--- config.mk ---
export PLATFORM = sky130hd
export DESIGN_NAME = add_accumulator
export DESIGN_NICKNAME = d
export VERILOG_FILES = /design/src/rtl/add_accumulator.sv
export SDC_FILE = /design/constraint.sdc
export NUM_CORES = 1
export LEC_CHECK = 0
export BUFFER_PORTS_ARGS = -buffer_cell sky130_fd_sc_hd__buf_2
export CAP_MARGIN = 20
export CORE_UTILIZATION = 52
export CTS_BUF_LIST = sky130_fd_sc_hd__clkbuf_8 sky130_fd_sc_hd__clkbuf_16
export CTS_CLUSTER_DIAMETER = 100
export DETAILED_ROUTE_END_ITERATION = 16
export GPL_TIMING_DRIVEN = 1
export PLACE_DENSITY = 0.9
export SLEW_MARGIN = 30
export SYNTH_ARGS = -nofsm -noshare
export SYNTH_HDL_FRONTEND = slang
export SYNTH_SLANG_ARGS = --single-unit
--- constraint.sdc ---
create_clock -name clk -period 15 [get_ports clk]
set_input_delay 2.25 -clock clk [delete_from_list [all_inputs] [get_ports clk]]
set_output_delay 2.25 -clock clk [all_outputs]
set_load 0.05 [all_outputs]
--- src/rtl/add_accumulator.sv ---
// Clocked accumulating front end for the 32-bit ripple-carry adder fulladder_32bit.
// Optional feature: define ACC_SATURATE_EN to clamp the accumulator at 32'hFFFF_FFFF on overflow.

module fulladder_32bit (
    input  logic [31:0] A,
    input  logic [31:0] B,
    input  logic        Cin,
    output logic [31:0] S,
    output logic        Cout
);

    logic [32:0] carry;

    assign carry[0] = Cin;

    genvar i;
    generate
        for (i = 0; i < 32; i++) begin : g_bit
            assign S[i]       = A[i] ^ B[i] ^ carry[i];
            assign carry[i+1] = (A[i] & B[i]) | (carry[i] & (A[i] ^ B[i]));
        end
    endgenerate

    assign Cout = carry[32];

endmodule

module add_accumulator #(
    parameter int CNT_W = 8
) (
    input  logic             clk,
    input  logic             rst_n,
    input  logic             start,
    input  logic [CNT_W-1:0] len,
    input  logic             in_valid,
    input  logic [31:0]      in_data,
    output logic             in_ready,
    output logic             out_valid,
    output logic [31:0]      out_sum,
    output logic             out_carry,
    input  logic             out_ready,
    output logic             busy
);

    typedef enum logic [1:0] {
        IDLE,
        ACC,
        DONE
    } state_t;

    state_t           state_q, state_d;
    logic [31:0]      acc_q, acc_d;
    logic             carry_q, carry_d;
    logic [CNT_W-1:0] rem_q, rem_d;
    logic [31:0]      addS;
    logic             addCout;
    logic [31:0]      nextAcc;

    fulladder_32bit u_adder (
        .A    (acc_q),
        .B    (in_data),
        .Cin  (1'b0),
        .S    (addS),
        .Cout (addCout)
    );

`ifdef ACC_SATURATE_EN
    // Any overflow so far in the frame pins the accumulator at all-ones.
    assign nextAcc = (carry_q | addCout) ? 32'hFFFF_FFFF : addS;
`else
    assign nextAcc = addS;
`endif

    always_comb begin
        state_d   = state_q;
        acc_d     = acc_q;
        carry_d   = carry_q;
        rem_d     = rem_q;
        in_ready  = 1'b0;
        out_valid = 1'b0;
        busy      = 1'b0;
        case (state_q)
            IDLE: begin
                if (start) begin
                    acc_d   = 32'd0;
                    carry_d = 1'b0;
                    rem_d   = len;
                    state_d = (len != '0) ? ACC : DONE;
                end
            end
            ACC: begin
                in_ready = 1'b1;
                busy     = 1'b1;
                if (in_valid) begin
                    acc_d   = nextAcc;
                    carry_d = carry_q | addCout;
                    rem_d   = rem_q - CNT_W'(1);
                    if (rem_q == CNT_W'(1)) begin
                        state_d = DONE;
                    end
                end
            end
            DONE: begin
                out_valid = 1'b1;
                busy      = 1'b1;
                if (out_ready) begin
                    state_d = IDLE;
                end
            end
            default: state_d = IDLE;
        endcase
    end

    always_ff @(posedge clk or negedge rst_n) begin
        if (!rst_n) begin
            state_q <= IDLE;
            acc_q   <= 32'd0;
            carry_q <= 1'b0;
            rem_q   <= '0;
        end else begin
            state_q <= state_d;
            acc_q   <= acc_d;
            carry_q <= carry_d;
            rem_q   <= rem_d;
        end
    end

    assign out_sum   = acc_q;
    assign out_carry = carry_q;

endmodule

Word level (Yosys, flattened, before mapping)
Cells that the tools add are included.

Input bits: 45. Flip-flop bits (word level): 43. Logic and storage cells: 194. Output and inout bits: 36.

Bitwise logic cells: 158. Reductions and logical operators: 6. Mux-type cells: 18. Equal/unequal tests: 7. $add $sub $neg: 1.

Operators with widths (count): $mux 32 (2); $pmux 32 s2 (1); $and 1x1->1 (63); $xor 1x1->1 (63); $or 1x1->1 (32); $mux 8 (2); $pmux 8 s2 (1); $mux 2 (5); $eq 8x1->1 const B (1); $ne 2x2->1 const B (4); $reduce_bool 8->1 (1); $sub 8x1->8 const B (1); $pmux 2 s3 (1); $mux 1 (5); $reduce_and 4->1 (1); $reduce_and 3->1 (1); $eq 2x1->1 const B (1); $eq 2x2->1 const B (1); $logic_not 2->1 (1); $pmux 1 s2 (1); $reduce_bool 2->1 (1); $reduce_or 2->1 (1).

Longest topological paths before layout
Word-level depth: 66. Depth in mapped cells: 36. Mapped depth without buffers: 36.

Modules after synthesis
A second synthesis with hierarchy kept.

Cell total of the unflattened synthesis: 201. Area total of the unflattened synthesis: 2570.0 µm².

By module, submodules not included: add_accumulator (seq. area each 1076.0 µm², times used 1, area an instance 1891.8 µm², cells each 159); fulladder_32bit (seq. area each 0.0 µm², times used 1, area an instance 678.2 µm², cells each 42).

Worst setup path before layout
OpenSTA, ideal clock, no wires.

Path kind: input-to-reg. Start: input in_data[0]. End: register acc_q[31], in the netlist out_sum[31]. Stages on the path: 35. Arrival: 14.007 ns. Data required time: 14.879 ns. Library setup time: 0.121 ns. Buffers on the path: 0. Slack: 0.872 ns. Path through: ha_1 inv_1 fa_1 fa_1 fa_1 fa_1 fa_1 fa_1 fa_1 fa_1 fa_1 fa_1 fa_1 fa_1 fa_1 fa_1 fa_1 fa_1 fa_1 fa_1 fa_1 fa_1 fa_1 fa_1 fa_1 fa_1 fa_1 fa_1 fa_1 fa_1 inv_1 fa_1 fa_1 fa_1 a22o_1.

Cells in the longest elaborated chain, start to end: 64.

Ends and longest elaborated chain: start, declared (line 36) `input logic [31:0] in_data,`; $and 1x1->1 (2 in a row) (line 20) `assign carry[i+1] = (A[i] & B[i]) | (carry[i] & (A[i] ^ B[i]));`; $or 1x1->1 (line 20); $and 1x1->1 (line 20); $or 1x1->1 (line 20); $and 1x1->1 (line 20); $or 1x1->1 (line 20); $and 1x1->1 (line 20); $or 1x1->1 (line 20); [47 not listed]; $or 1x1->1 (line 20); $and 1x1->1 (line 20); $or 1x1->1 (line 20); $and 1x1->1 (line 20); $or 1x1->1 (line 20); $xor 1x1->1 (line 19) `assign S[i] = A[i] ^ B[i] ^ carry[i];`; $mux 32 (line 94) `if (in_valid) begin`; $pmux 32 s2 (line 82) `case (state_q)`; end signal, assigned (line 117) `acc_q <= 32'd0;`; end signal, assigned (line 122) `acc_q <= acc_d;`; end, declared (line 52) `logic [31:0] acc_q, acc_d;`.

No other way between the ends. The select of a mux whose other input is x is not followed. A chain may end at the register's enable or synchronous reset.

Final worst setup path
Same ends and word-level chain as after synthesis.

==> out/results.tsv <==
stage	metric	value	unit
synth	Syn Nets	334	
outcome	status	completed	
power_and_ir_drop	Max VDD drop	0.000123	V
finish	post-route cell area	0.00321	mm2
worst_hold_path	Worst Hold Class	register to register	
synth	async set or reset register ratio after synthesis	100	%
timing	final hold violation count	0	
finish	fillers	400	
global_route	vias in the first global route	2204	
drt	DR top layer	met5	
placed_design	Area after DPL	0.00310	mm2
setup_path	Worst setup SP type	primary input	
synth	cells after synthesis	252	
synth	Post-Syn Area	0.00266	mm2
timing	Setup TNS Final	0	ns
synth	Avg Inst Size Synth	10.6	um2
clock_network	CTS sink count	43	
die	FP Rows	25	
setup_path	CP Buf/Inv Count	3	
clock_network	post_cts resized	0	
clock_network	Setup Fix Bufs, Post-CTS	0	
synth	synthesized flop and latch total	43	
power_and_ir_drop	sequential share of power	27.1	%
setup_path	CP max stage delay	0.41	ns
power_and_ir_drop	pwr/cell area	228	mW/mm2
clock_network	clk_lat worst skew	0.29	ns
setup_path	Required @ worst endpoint	15.18	ns
placed_design	GPL Wtd Cong	0.798	
finish	fin util	66.5	%
drt	M1 WL	2.39	mm
synth	Seq/Total Area, Yosys	40.4	%
die	Die Wd	73.6	um
die	io pins	81	
drt	post-route DRC violation count	0	
timing	Rel. slew slack	45.9	%
synth	Yosys cell types	30	
timing	slew at the pin with the worst max-slew slack	0.811	ns
drt	vias	2078	
synth	number of flops mapped to enable cells by yosys	0	
power_and_ir_drop	Comb pwr share	61.9	%
placed_design	placed insts	388	
clock_network	CTS buffer count	5	
synth	synth cell count leaders	inv_1, dfrtp_1, fa_1	
timing	FMAX	0.0696	GHz
global_route	first-pass GRT wire length	9.48	mm
clock_network	H-tree levels	2	
drt	Starting DRT DRC Count	134	
clock_network	hold buffer count at cts	0	
drt	Vias per Instance	5.25	
power_and_ir_drop	switching share of power	52.9	%
synth	Main synth FF type	dfrtp_1	
finish	Area Overhead vs Synth	20.4	%
global_route	Total GRT Usage	23.2	%
timing	Worst Skew	0.00308	ns
drt	post-route ant nets	0	
placed_design	port bufs	80	
finish	Final nets	410	
die	Initial Utilization	55.3	%
power_and_ir_drop	P_sw	0.387	mW
setup_path	crit path capture type	register	
drt	met2 wire length	2.73	mm
drt	WL/cell	14.0	um
setup_path	WS Path Type	primary input to register	
timing	setup violators final	0	
setup_path	most frequent CP cell	fa_1	
global_route	pin count of the biggest net entering global routing	44	
power_and_ir_drop	Leak Pwr	1.61	nW
clock_network	clock transition at the registers of the reported paths	0.08	ns
global_route	antenna violations before repair	2	
drt	metal3 WL	326	um
timing	fin. max-slew vios	0	
setup_path	critical path data arrival time	14.55	ns
power_and_ir_drop	Clock power frac	11.1	%
setup_path	Crit path max-delay family	adder cells	
clock_network	clock tree buffer depth	2	
finish	Final Non-Filler Cells	396	
placed_design	DP HPWL	4.10	mm
finish	register area	0.00108	mm2
synth	synth warn	0	
finish	Ant. Diodes	0	
synth	cell taking the most area after synthesis	dfrtp_1	
timing	worst hold slack	0.548	ns
setup_path	Crit-path slowest cell	fa_1	
timing	setup ws final	0.637	ns
power_and_ir_drop	Pint	0.345	mW
setup_path	Max FO, Critical Path	1	
job	# Max-Cap Violations	0	
timing	RSZ-0062 raised after global routing	false	
die	chip height	73.6	um
timing	min cycle time layout	14.36	ns
drt	Total Wirelength	5.55	mm
finish	area of the multi-input gates	0.00130	mm2
synth	top-count cell post-synth	inv_1	
power_and_ir_drop	total power	0.731	mW
clock_network	CTS tree	yes	
global_route	GRT overflow	0	
synth	top cells by area, synth	dfrtp_1, fa_1, inv_1, o22ai_1, ha_1	
clock_network	Root Buffer	clkbuf_8	
placed_design	Post-Place Setup Slack	0.337	ns
synth	Synth top area share	40.4	%
drt	drt pass-1 iters	4	
timing	Tcrit/Tclk final	95.8	%
die	Core Box Area	0.00482	mm2
die	die area	0.00541	mm2
finish	layout cells sized above 1	28.3	%
==> registers in the layout, indices dropped and copies added, names as in the netlist <==
signal,flops
out_sum,32
rem_q,8
state_q,2
out_carry,1
==> metal layers <==
metal  vias to the layer above  GRT usage [%]
met5                         -              0
met4                         2           8.12
met3                        11           4.12
met2                        73           37.9
met1                      1024           31.5
li1                        968              -
==> power by group through the flow <==
stage / logic, mW / registers (mW) / clock network (mW)
6_report: 0.452 / 0.198 / 0.0808
5_1_grt: 0.495 / 0.204 / 0.0867
4_1_cts: 0.454 / 0.198 / 0.0825
3_5_place_dp: 0.451 / 0.199 / 0
3_3_place_gp: 0.433 / 0.197 / 0
2_1_floorplan: 0.242 / 0.310 / 0
==> placed cells by master (no fill, tap or decap) <==
| cell | netlist | routed |
|---|---|---|
| nand2b_1 | 4 | 4 |
| fa_1 | 31 | 31 |
| or3_1 | 1 | 1 |
| o21ai_0 | 3 | 3 |
| a31oi_1 | 1 | 1 |
| buf_4 | 0 | 1 |
| o32a_1 | 1 | 1 |
| nand3_1 | 6 | 5 |
| dfrtp_1 | 43 | 43 |
| ha_1 | 6 | 6 |
| mux2i_1 | 4 | 4 |
| o22ai_1 | 30 | 30 |
| nand4_1 | 1 | 1 |
| a22o_1 | 4 | 4 |
| a21oi_1 | 4 | 4 |
| o211a_2 | 0 | 1 |
| or3b_4 | 1 | 1 |
| o221a_2 | 2 | 2 |
| buf_2 | 6 | 79 |
| nor4_1 | 4 | 4 |
| nor3_1 | 10 | 10 |
| nand2_1 | 10 | 10 |
| a211oi_1 | 1 | 1 |
| and3_1 | 2 | 2 |
| o211ai_2 | 1 | 1 |
| nand3b_1 | 1 | 1 |
| inv_1 | 64 | 65 |
| clkbuf_8 | 0 | 7 |
| nand3_2 | 0 | 1 |
| nor2_1 | 4 | 4 |
| and3b_1 | 1 | 1 |
==> final timing paths <==
kind	from	to	slack, ns	cells past startpoint
hold / removal	out_sum[0]	out_sum[0]	0.55	1
setup reg to reg	out_sum[0]	out_sum[31]	2.28	35
hold reg to reg	out_sum[0]	out_sum[0]	0.55	1
max in group asynchronous	rst_n	out_sum[28]	12.70	1
setup / recovery	in_data[0]	out_sum[31]	0.64	36
min in group asynchronous	rst_n	rem_q[5]	1.94	1
==> cells by family (layout without fill, tap and decap cells) <==
kind of cell | Yosys count | after routing | share of synthesized area, %
buffers and inverters | 75 | 152 | 10.9
muxes | 4 | 4 | 1.50
AOI/OAI and AO/OA | 48 | 48 | 12.3
and+or+nand+nor | 45 | 45 | 8.83
DFF | 43 | 43 | 40.4
adders and majority gates | 37 | 37 | 26.1
==> worst reg2reg max path, delay by kind of cell (launching register included) <==
| family | cells | cell delay [ns] |
|---|---|---|
| AO/OA/AOI/OAI | 1 | 0.21 |
| adder cells (fa/ha/maj) | 32 | 11.91 |
| buffers and inverters | 2 | 0.12 |
| flip-flops | 1 | 0.38 |
==> final cells by class <==
type                       instances  share of cell area (%)
sequential                        43                    33.6
timing repair buffer              80                    12.6
tap                               67                    2.62
inverter                          64                    7.49
multi-input combinational        134                    40.6
clock buffer                       7                    3.01
clock inverter                     1                   0.117
Power figures use the tool's default switching activity.
